`src/rtl/mem_arb_pkg.sv`:
```
// -----------------------------------------------------------------------------
// mem_arb_pkg
// Shared types and constants for the unified memory port arbiter.
//   arb_state_t : transaction sequencer states (IDLE, ISSUE, WAIT)
//   SEL_IF/SEL_DM : encodings of the address/wdata mux select (mem_sel)
//   LAT_W       : width of the latency and starvation counters (values 0..15)
// -----------------------------------------------------------------------------
package mem_arb_pkg;

    typedef enum logic [1:0] {
        IDLE  = 2'd0,
        ISSUE = 2'd1,
        WAIT  = 2'd2
    } arb_state_t;

    localparam logic SEL_IF = 1'b0;
    localparam logic SEL_DM = 1'b1;

    localparam int LAT_W = 4;

endpackage

```
`src/rtl/mem_lat_timer.sv`:
```
// -----------------------------------------------------------------------------
// mem_lat_timer
// Loadable down-counter that times the memory latency of one transaction.
// The count stops at zero; done is high whenever the count is zero.
// Ports:
//   clk      : clock, rising edge
//   reset    : asynchronous, active-high reset (count -> 0)
//   load     : load load_val this cycle (has priority over counting)
//   load_val : value to load
//   done     : count has reached zero
// -----------------------------------------------------------------------------
module mem_lat_timer
    import mem_arb_pkg::*;
(
    input  logic             clk,
    input  logic             reset,
    input  logic             load,
    input  logic [LAT_W-1:0] load_val,
    output logic             done
);

    logic [LAT_W-1:0] lat_cnt;

    // NOTE: sequential state uses non-blocking (<=) so every flop samples
    // pre-edge values regardless of block evaluation order.
    always_ff @(posedge clk or posedge reset) begin
        if (reset) begin
            lat_cnt <= '0;
        end else if (load) begin
            lat_cnt <= load_val;
        end else if (lat_cnt != '0) begin
            lat_cnt <= lat_cnt - LAT_W'(1);
        end
    end

    assign done = (lat_cnt == '0);

endmodule

```
`src/rtl/mux2.sv`:
```
// -----------------------------------------------------------------------------
// mux2
// Team 2:1 mux primitive used in front of the memory address/wdata inputs.
// Ports:
//   sel : 0 selects a, 1 selects b
//   a   : input word for sel = 0
//   b   : input word for sel = 1
//   y   : selected word
// -----------------------------------------------------------------------------
module mux2 #(
    parameter int W = 32
) (
    input  logic         sel,
    input  logic [W-1:0] a,
    input  logic [W-1:0] b,
    output logic [W-1:0] y
);

    assign y = sel ? b : a;

endmodule

```
`src/rtl/mem_port_arbiter.sv`:
```
// -----------------------------------------------------------------------------
// mem_port_arbiter
// Shares the single unified memory port between instruction fetch (IF) and
// data access (DM). Each transaction is granted, issued for one cycle
// (mem_en), waits MEM_LAT cycles and completes with a one-cycle valid pulse
// whose rdata is a combinational pass-through of mem_rdata. DM has priority
// unless IF has waited through STARVE_MAX consecutive DM grants.
//
// Optional build macro: ARB_STATS_EN adds saturating 16-bit counters
// if_gnt_cnt, dm_gnt_cnt and stall_cnt (cycles with a request pending but not
// granted). Without it the ports are absent and arbitration is identical.
//
// Ports:
//   clk, reset               : clock (rising edge), async active-high reset
//   if_req/if_addr           : fetch request, address sampled on grant
//   if_gnt/if_valid/if_rdata : fetch accept, completion, fetched word
//   dm_req/dm_we/dm_addr/dm_wdata : data request (store when dm_we), sampled on grant
//   dm_gnt/dm_valid/dm_rdata : data accept, completion, load data (0 for stores)
//   mem_sel                  : mux select (SEL_IF/SEL_DM), held per transaction
//   mem_en/mem_we            : one-cycle issue strobe, write enable qualified by mem_en
//   mem_addr/mem_wdata       : latched address and store data
//   mem_rdata                : memory read data
// -----------------------------------------------------------------------------
module mem_port_arbiter
    import mem_arb_pkg::*;
#(
    parameter int ADDR_W     = 32,
    parameter int DATA_W     = 32,
    parameter int MEM_LAT    = 2,
    parameter int STARVE_MAX = 4
) (
    input  logic              clk,
    input  logic              reset,
    input  logic              if_req,
    input  logic [ADDR_W-1:0] if_addr,
    output logic              if_gnt,
    output logic              if_valid,
    output logic [DATA_W-1:0] if_rdata,
    input  logic              dm_req,
    input  logic              dm_we,
    input  logic [ADDR_W-1:0] dm_addr,
    input  logic [DATA_W-1:0] dm_wdata,
    output logic              dm_gnt,
    output logic              dm_valid,
    output logic [DATA_W-1:0] dm_rdata,
    output logic              mem_sel,
    output logic              mem_en,
    output logic              mem_we,
    output logic [ADDR_W-1:0] mem_addr,
    output logic [DATA_W-1:0] mem_wdata,
    input  logic [DATA_W-1:0] mem_rdata
`ifdef ARB_STATS_EN
    ,
    output logic [15:0]       if_gnt_cnt,
    output logic [15:0]       dm_gnt_cnt,
    output logic [15:0]       stall_cnt
`endif
);

    // The WAIT countdown starts from MEM_LAT-1 so completion lands exactly
    // MEM_LAT cycles after the issue cycle (MEM_LAT=1 completes right after ISSUE).
    localparam logic [LAT_W-1:0] LAT_LOAD   = LAT_W'(MEM_LAT - 1);
    localparam logic [LAT_W-1:0] STARVE_LIM = LAT_W'(STARVE_MAX);

    arb_state_t        state;
    logic              cur_we;      // store flag of the in-flight transaction
    logic              lat_done;
    logic              complete;
    logic              can_grant;
    logic              if_force;
    logic [LAT_W-1:0]  starve_cnt;
    logic [ADDR_W-1:0] next_addr;
    logic [DATA_W-1:0] next_wdata;

    mem_lat_timer u_lat_timer (
        .clk      (clk),
        .reset    (reset),
        .load     (state == ISSUE),
        .load_val (LAT_LOAD),
        .done     (lat_done)
    );

    assign complete  = (state == WAIT) && lat_done;
    assign can_grant = !reset && ((state == IDLE) || complete);
    assign if_force  = if_req && (starve_cnt == STARVE_LIM);

    // NOTE: every signal assigned in always_comb gets a default first so no
    // path leaves it unassigned and no latch is inferred.
    always_comb begin
        dm_gnt = 1'b0;
        if_gnt = 1'b0;
        if (can_grant) begin
            if (dm_req && !if_force) begin
                dm_gnt = 1'b1;
            end else if (if_req) begin
                if_gnt = 1'b1;
            end
        end
    end

    // The muxes steer with the select that is about to be registered, so the
    // captured address/wdata always match the mem_sel of the new transaction.
    mux2 #(.W(ADDR_W)) u_addr_mux (
        .sel (dm_gnt),
        .a   (if_addr),
        .b   (dm_addr),
        .y   (next_addr)
    );

    mux2 #(.W(DATA_W)) u_wdata_mux (
        .sel (dm_gnt),
        .a   ('0),
        .b   (dm_wdata),
        .y   (next_wdata)
    );

    // Sequencer with registered memory-side outputs.
    always_ff @(posedge clk or posedge reset) begin
        if (reset) begin
            state     <= IDLE;
            mem_sel   <= SEL_IF;
            mem_en    <= 1'b0;
            mem_we    <= 1'b0;
            mem_addr  <= '0;
            mem_wdata <= '0;
            cur_we    <= 1'b0;
        end else begin
            mem_en <= 1'b0;
            mem_we <= 1'b0;

            case (state)
                IDLE:    if (if_gnt || dm_gnt) state <= ISSUE;
                ISSUE:   state <= WAIT;
                WAIT:    if (complete) state <= (if_gnt || dm_gnt) ? ISSUE : IDLE;
                default: state <= IDLE;
            endcase

            if (if_gnt || dm_gnt) begin
                mem_sel   <= dm_gnt ? SEL_DM : SEL_IF;
                mem_en    <= 1'b1;
                mem_we    <= dm_gnt && dm_we;
                cur_we    <= dm_gnt && dm_we;
                mem_addr  <= next_addr;
                mem_wdata <= next_wdata;
            end
        end
    end

    // Completion pulses; data is passed straight through from memory.
    assign if_valid = complete && (mem_sel == SEL_IF);
    assign dm_valid = complete && (mem_sel == SEL_DM);
    assign if_rdata = if_valid ? mem_rdata : '0;
    assign dm_rdata = (dm_valid && !cur_we) ? mem_rdata : '0;

    // Counts DM wins while IF is waiting; reaching the limit forces IF ahead.
    always_ff @(posedge clk or posedge reset) begin
        if (reset) begin
            starve_cnt <= '0;
        end else if (if_gnt || !if_req) begin
            starve_cnt <= '0;
        end else if (dm_gnt && (starve_cnt != STARVE_LIM)) begin
            starve_cnt <= starve_cnt + LAT_W'(1);
        end
    end

`ifdef ARB_STATS_EN
    logic stall;

    assign stall = (if_req && !if_gnt) || (dm_req && !dm_gnt);

    always_ff @(posedge clk or posedge reset) begin
        if (reset) begin
            if_gnt_cnt <= '0;
            dm_gnt_cnt <= '0;
            stall_cnt  <= '0;
        end else begin
            if (if_gnt && (if_gnt_cnt != 16'hFFFF)) if_gnt_cnt <= if_gnt_cnt + 16'd1;
            if (dm_gnt && (dm_gnt_cnt != 16'hFFFF)) dm_gnt_cnt <= dm_gnt_cnt + 16'd1;
            if (stall  && (stall_cnt  != 16'hFFFF)) stall_cnt  <= stall_cnt  + 16'd1;
        end
    end
`endif

endmodule

```
`config.mk`:
```
export PLATFORM = sky130hd
export DESIGN_NAME = mem_port_arbiter
export DESIGN_NICKNAME = d
export VERILOG_FILES = /design/src/rtl/mem_arb_pkg.sv /design/src/rtl/mem_lat_timer.sv /design/src/rtl/mux2.sv /design/src/rtl/mem_port_arbiter.sv
export SDC_FILE = /design/constraint.sdc
export NUM_CORES = 1
export LEC_CHECK = 0
export ABC_AREA = 1
export CAP_MARGIN = 20
export CORE_ASPECT_RATIO = 0.6
export CORE_MARGIN = 5
export CORE_UTILIZATION = 35
export CTS_CLUSTER_SIZE = 24
export DETAILED_ROUTE_END_ITERATION = 7
export PLACE_DENSITY_LB_ADDON = 0.15
export SLEW_MARGIN = 20
export SYNTH_ARGS = -nofsm -noshare
export SYNTH_HDL_FRONTEND = slang
export SYNTH_SLANG_ARGS = --single-unit
```
`constraint.sdc`:
```
create_clock -name clk -period 3.5 [get_ports clk]
set_clock_uncertainty 0.2 [all_clocks]
set_input_delay 0.7 -clock clk [delete_from_list [all_inputs] [get_ports clk]]
set_output_delay 0.7 -clock clk [all_outputs]
set_load 0.05 [all_outputs]
```
## Yosys cells after proc, flatten, opt, wreduce, memory -nomap -nowiden

Index checks and enable logic that the tools add are counted.

| cells by class | value |
|---|---|
| reduce and logical (&&, ||, !) cells | 22 |
| equality and inequality tests | 6 |
| add/subtract/negate cells | 2 |
| muxes and demuxes | 20 |
| bitwise gates (word level) | 1 |

Operators by type and width:

| kind | count |
|---|---|
| 32-bit 2-to-1 mux | 4 |
| 4-bit 2-to-1 mux | 4 |
| 1-bit logical AND | 9 |
| 1-bit 2-to-1 mux | 9 |
| 2-bit one-hot mux with 3 select lines | 1 |
| 4-bit by 1-bit adder with 4-bit output (second input constant) | 1 |
| 4-bit by 3-bit == test with 1-bit output (second input constant) | 1 |
| 1-bit zero test | 4 |
| 4-bit zero test | 1 |
| 2-bit 2-to-1 mux | 2 |
| 4-bit by 3-bit inequality test with 1-bit output (second input constant) | 1 |
| 2-bit nonzero test | 2 |
| 4-bit nonzero test | 1 |
| 4-bit by 1-bit subtractor with 4-bit output (second input constant) | 1 |
| 1-bit logical OR | 3 |
| 2-bit by 1-bit == test with 1-bit output (second input constant) | 1 |
| 2-bit == test (second input constant) | 1 |
| 2-bit zero test | 1 |
| 2-bit by 1-bit inequality test with 1-bit output (second input constant) | 1 |
| 2-bit inequality test (second input constant) | 1 |
| 2-bit AND reduction | 1 |
| 1-bit inverter | 1 |

| word-level totals | value |
|---|---|
| word-level logic and storage cells | 60 |
| bits in registers | 78 |
| output and inout bits | 135 |

## Longest topological paths before layout

| depth | value |
|---|---|
| depth in word-level cells | 10 |
| depth in mapped cells | 11 |
| gate-level depth less buffers | 10 |

## Modules after synthesis

From an unflattened synthesis, not the netlist that was laid out.

| unflattened totals | value |
|---|---|
| cells, all modules | 686 |
| area total of the unflattened synthesis | 5092.4 µm² |

Modules (own cells, without submodules):

| module | area each (µm²) | sequential area each (µm²) | cells an instance | instances |
|---|---|---|---|---|
| mem_port_arbiter | 3849.9 | 1851.8 | 440 | 1 |
| mux2 | 491.7 | 0.0 | 104 | 2 |
| mem_lat_timer | 259.0 | 100.1 | 38 | 1 |

## Worst setup path before layout

OpenSTA, ideal clock, no wires.

| timing | value |
|---|---|
| kind | flip-flop to output port |
| from | register u_lat_timer.lat_cnt[0] |
| to | output port dm_rdata[10] |
| required time | 2.600 ns |
| cell stages (with the launch flop) | 10 |
| path slack | -0.052 ns |
| data arrival time | 2.652 ns |
| cells stage by stage | dfrtp_1 -> inv_1 -> ha_1 -> nand2_2 -> nor2_1 -> inv_1 -> nor2_1 -> nand2_1 -> clkbuf_1 -> nor2_1 |

| between the ends | value |
|---|---|
| longest elaborated chain between the ends | 5 |

RTL lines:

| item | RTL line | text |
|---|---|---|
| start, declared | mem_lat_timer.sv:22 | `logic [LAT_W-1:0] lat_cnt;` |
| start signal, assigned | mem_lat_timer.sv:30 | `lat_cnt <= load_val;` |
| start signal, assigned | mem_lat_timer.sv:32 | `lat_cnt <= lat_cnt - LAT_W'(1);` |
| 4-bit zero test | mem_lat_timer.sv:36 | `assign done = (lat_cnt == '0);` |
| 1-bit logical AND | mem_port_arbiter.sv:83 | `assign complete = (state == WAIT) && lat_done;` |
| 1-bit logical AND | mem_port_arbiter.sv:151 | `assign dm_valid = complete && (mem_sel == SEL_DM);` |
| named net dm_valid | mem_port_arbiter.sv:44 | `output logic dm_valid,` |
| 1-bit logical AND | mem_port_arbiter.sv:153 | `assign dm_rdata = (dm_valid && !cur_we) ? mem_rdata : '0;` |
| 32-bit 2-to-1 mux | mem_port_arbiter.sv:153 |  |
| end, declared | mem_port_arbiter.sv:45 | `output logic [DATA_W-1:0] dm_rdata,` |

The timed path passes the listed nets, and every way through them passes these cells.

## Worst setup path after layout

| timing | value |
|---|---|
| from | register u_lat_timer.lat_cnt[0] |
| to | output port if_rdata[30] |

| between the ends | value |
|---|---|
| longest elaborated chain between the ends | 4 |

RTL lines:

| item | RTL line | text |
|---|---|---|
| 4-bit zero test | mem_lat_timer.sv:36 |  |
| 1-bit logical AND | mem_port_arbiter.sv:83 |  |
| 1-bit logical AND | mem_port_arbiter.sv:150 | `assign if_valid = complete && (mem_sel == SEL_IF);` |
| 32-bit 2-to-1 mux | mem_port_arbiter.sv:152 | `assign if_rdata = if_valid ? mem_rdata : '0;` |
| end, declared | mem_port_arbiter.sv:38 | `output logic [DATA_W-1:0] if_rdata,` |

Every way passes these cells.

==> flow_metrics.env <==
export IMPL_status="complete, no violations"
export IMPL_grt_pass1_vias=4458
export IMPL_initial_core_util_pct=36.1
export IMPL_netlist_area_leader_share_pct=47.4
export IMPL_fp_dieW_um=150
export IMPL_worstSkewPairLatency_ps=330
export IMPL_hpwl_um=11500
export IMPL_holdBufCountCts=0
export IMPL_drtPass1Iterations=6
export IMPL_critPathMaxStageDelay_ps=760
export IMPL_path_class="reg2out"
export IMPL_vdd_drop_max_mv=0.562
export IMPL_grt_max_degree=59
export IMPL_area_delta_synth_final_pct=82.4
export IMPL_core_mm2=0.0114
export IMPL_die_area_mm2=0.0141
export IMPL_fin_util_pct=65.8
export IMPL_grt_ovfl_total=0
export IMPL_seq_area_frac_synth_pct=47.4
export IMPL_cts_buffers=9
export IMPL_final_common_cell="nand2_1"
export IMPL_avgSynthCellArea_um2=6.92
export IMPL_ios=268
export IMPL_crit_path_end_kind="output pin"
export IMPL_path_buf_inv=4
export IMPL_layout_drive_gt1_share_pct=12.2
export IMPL_synthCells=595
export IMPL_crit_chain="inv_1 -> ha_1 -> nand2_2 -> nor2_1 -> inv_1 -> nor2_1 -> inv_1 -> nor2_1 -> buf_4"
export IMPL_min_period_ps=3250
export IMPL_leakage_nw=3.96
export IMPL_critPathArrivalTime_ps=2350
export IMPL_crit_required_ps=2600
export IMPL_ys_ff_latch=78
export IMPL_synth_warnings=0
export IMPL_worstSetupStartpointType="register"
export IMPL_whs_ps=270
export IMPL_n_antenna_cell=0
export IMPL_fin_nets=992
export IMPL_critPathMaxFanout=32
export IMPL_yosysTopAreaCell="dfrtp_1"
export IMPL_slew_viol_final=0
export IMPL_max_slew_margin_pct=29.9
export IMPL_route_detailed_drc=0
export IMPL_die_h_um=94.0
export IMPL_cts_root_buf="clkbuf_16"
export IMPL_cts_setup_buffers=0
export IMPL_syn_num_nets=732
export IMPL_rows=30
export IMPL_total_power_mw=6.03
export IMPL_htreeDepth=3
export IMPL_cts_tree="done"
export IMPL_clockBufferDepth=2
export IMPL_vias=4450
export IMPL_dp_cells=1004
export IMPL_post_route_period_util_pct=92.9
export IMPL_place_congestion=0.845
export IMPL_cts_sink_count=78
export IMPL_antenna_found_initial=0
export IMPL_hp_class="reg2reg"
export IMPL_fill_cells=974
export IMPL_setup_tns_ps=0
export IMPL_wire_per_inst_um=14.2
export IMPL_setup_viol=0
export IMPL_grt_usage_pct=20.3
export IMPL_ctsResizeCount=0
export IMPL_grt_pass1_wl_um=22600
export IMPL_io_buffers=267
export IMPL_hold_viol=0
export IMPL_synth_cell_type_count=24
export IMPL_layoutNonFillerInstCount=1019
export IMPL_clk_pin_slew_ps=60
export IMPL_cp_slowest_cell="inv_1"
export IMPL_ant_nets=0
export IMPL_viasPerCell=4.37
export IMPL_finalWirelength_um=14500
export IMPL_syn_area_mm2=0.00412
export IMPL_synth_area_leaders="dfrtp_1, nand2_1, inv_1"
export IMPL_powerDensity_mw_per_mm2=803
export IMPL_drt_iter0_drc=174
export IMPL_multi_input_area_mm2=0.00159
export IMPL_final_cell_mix="nand2_1, clkdlybuf4s50_1, inv_1"
export IMPL_rsz0062_at_grt="no"
export IMPL_ff_latch_area_mm2=0.00195
export IMPL_tightest_slew_ps=1050
export IMPL_max_freq_ghz=0.307
export IMPL_crit_family="buffers and inverters"
export IMPL_cap_violations=0
-- stage by stage --
stage,setup slack (ps),area [um2]
2_1_floorplan,-51.8,4140
3_3_place_gp,688,7160
3_5_place_dp,613,7160
4_1_cts,238,7500
5_1_grt,20.0,7500
6_report,247,7500
-- cell usage after synthesis --
library cell    n
a21oi_1         4
o21bai_1        1
buf_2           9
buf_4           4
nor2_2          1
buf_6           6
o21ai_0         3
inv_2           2
nor3_1          2
nor2_4          1
xnor2_1         1
clkbuf_1        6
o22ai_1         1
nand2_2         2
nor2_1         76
ha_1            4
a21oi_4         1
nand3_1        40
xor2_1          2
nand4_1         1
dfrtp_1        78
o21a_1          1
nand2_1       236
inv_1         113
-- worst reg2reg max path, cell delays in order (launching register included) --
cell,delay (ps)
dfrtp_1,380
inv_1,130
ha_1,180
nand2_2,80
nand2_1,90
nand2_2,120
nor2_4,210
buf_4,390
nand2_1,170
nand3_1,130
nand2_1,50
-- state kept, by name, indices dropped and copies added (netlist names) --
signal               cells
mem_we                   1
u_lat_timer.lat_cnt      4
cur_we                   1
mem_en                   1
state                    2
mem_wdata               32
mem_addr                32
starve_cnt               4
mem_sel                  1
-- per-layer routing --
layer	global-route usage, %	routed length [um]	up-vias	part of all wire [%]
met5	0	0	-	0
met4	4.79	166	0	1.1
met3	8.58	1520	16	10
met2	32.6	6820	165	47
met1	25.4	6010	2032	41
li1	-	-	2237	-
-- path summary, 6_finish.rpt --
path / endpoint / slack, ps / cells past startpoint / start
max in group asynchronous: mem_addr[5] / 1770 / 3 / reset
setup reg to reg: starve_cnt[3] / 1270 / 10 / u_lat_timer.lat_cnt[0]
hold / removal: mem_wdata[2] / 270 / 2 / mem_wdata[2]
setup / recovery: if_rdata[30] / 250 / 9 / u_lat_timer.lat_cnt[0]
min in group asynchronous: state[1] / 600 / 2 / reset
hold reg to reg: mem_wdata[2] / 270 / 2 / mem_wdata[2]
-- report_power, final --
group | leakage, nW | switching [mW] | total [mW] | internal [mW]
clock | 0.165 | 0.361 | 1.08 | 0.714
combinational | 2.81 | 2.27 | 3.39 | 1.12
sequential | 0.985 | 0.248 | 1.56 | 1.31
-- cell families (layout without fill, tap and decap cells) --
| logic type | after synthesis | in the layout | share of synthesized area, % |
|---|---|---|---|
| buffers and inverters | 140 | 404 | 14.5 |
| xor gates and xnor gates | 3 | 3 | 0.639 |
| and+or+nand+nor | 359 | 359 | 34.4 |
| DFF | 78 | 78 | 47.4 |
| adders and majority gates | 4 | 4 | 1.22 |
| AOI/OAI and AO/OA | 11 | 11 | 1.76 |
-- final cells by class --
type | instances | share of cell area, %
inverters | 115 | 5.77
clock buffers | 10 | 3.18
clock inverters | 5 | 1.42
flip-flops and latches | 78 | 26.0
multi-input cells | 377 | 21.2
repair buffers | 274 | 39.8
well taps | 160 | 2.67
(Power assumes the default switching activity.)
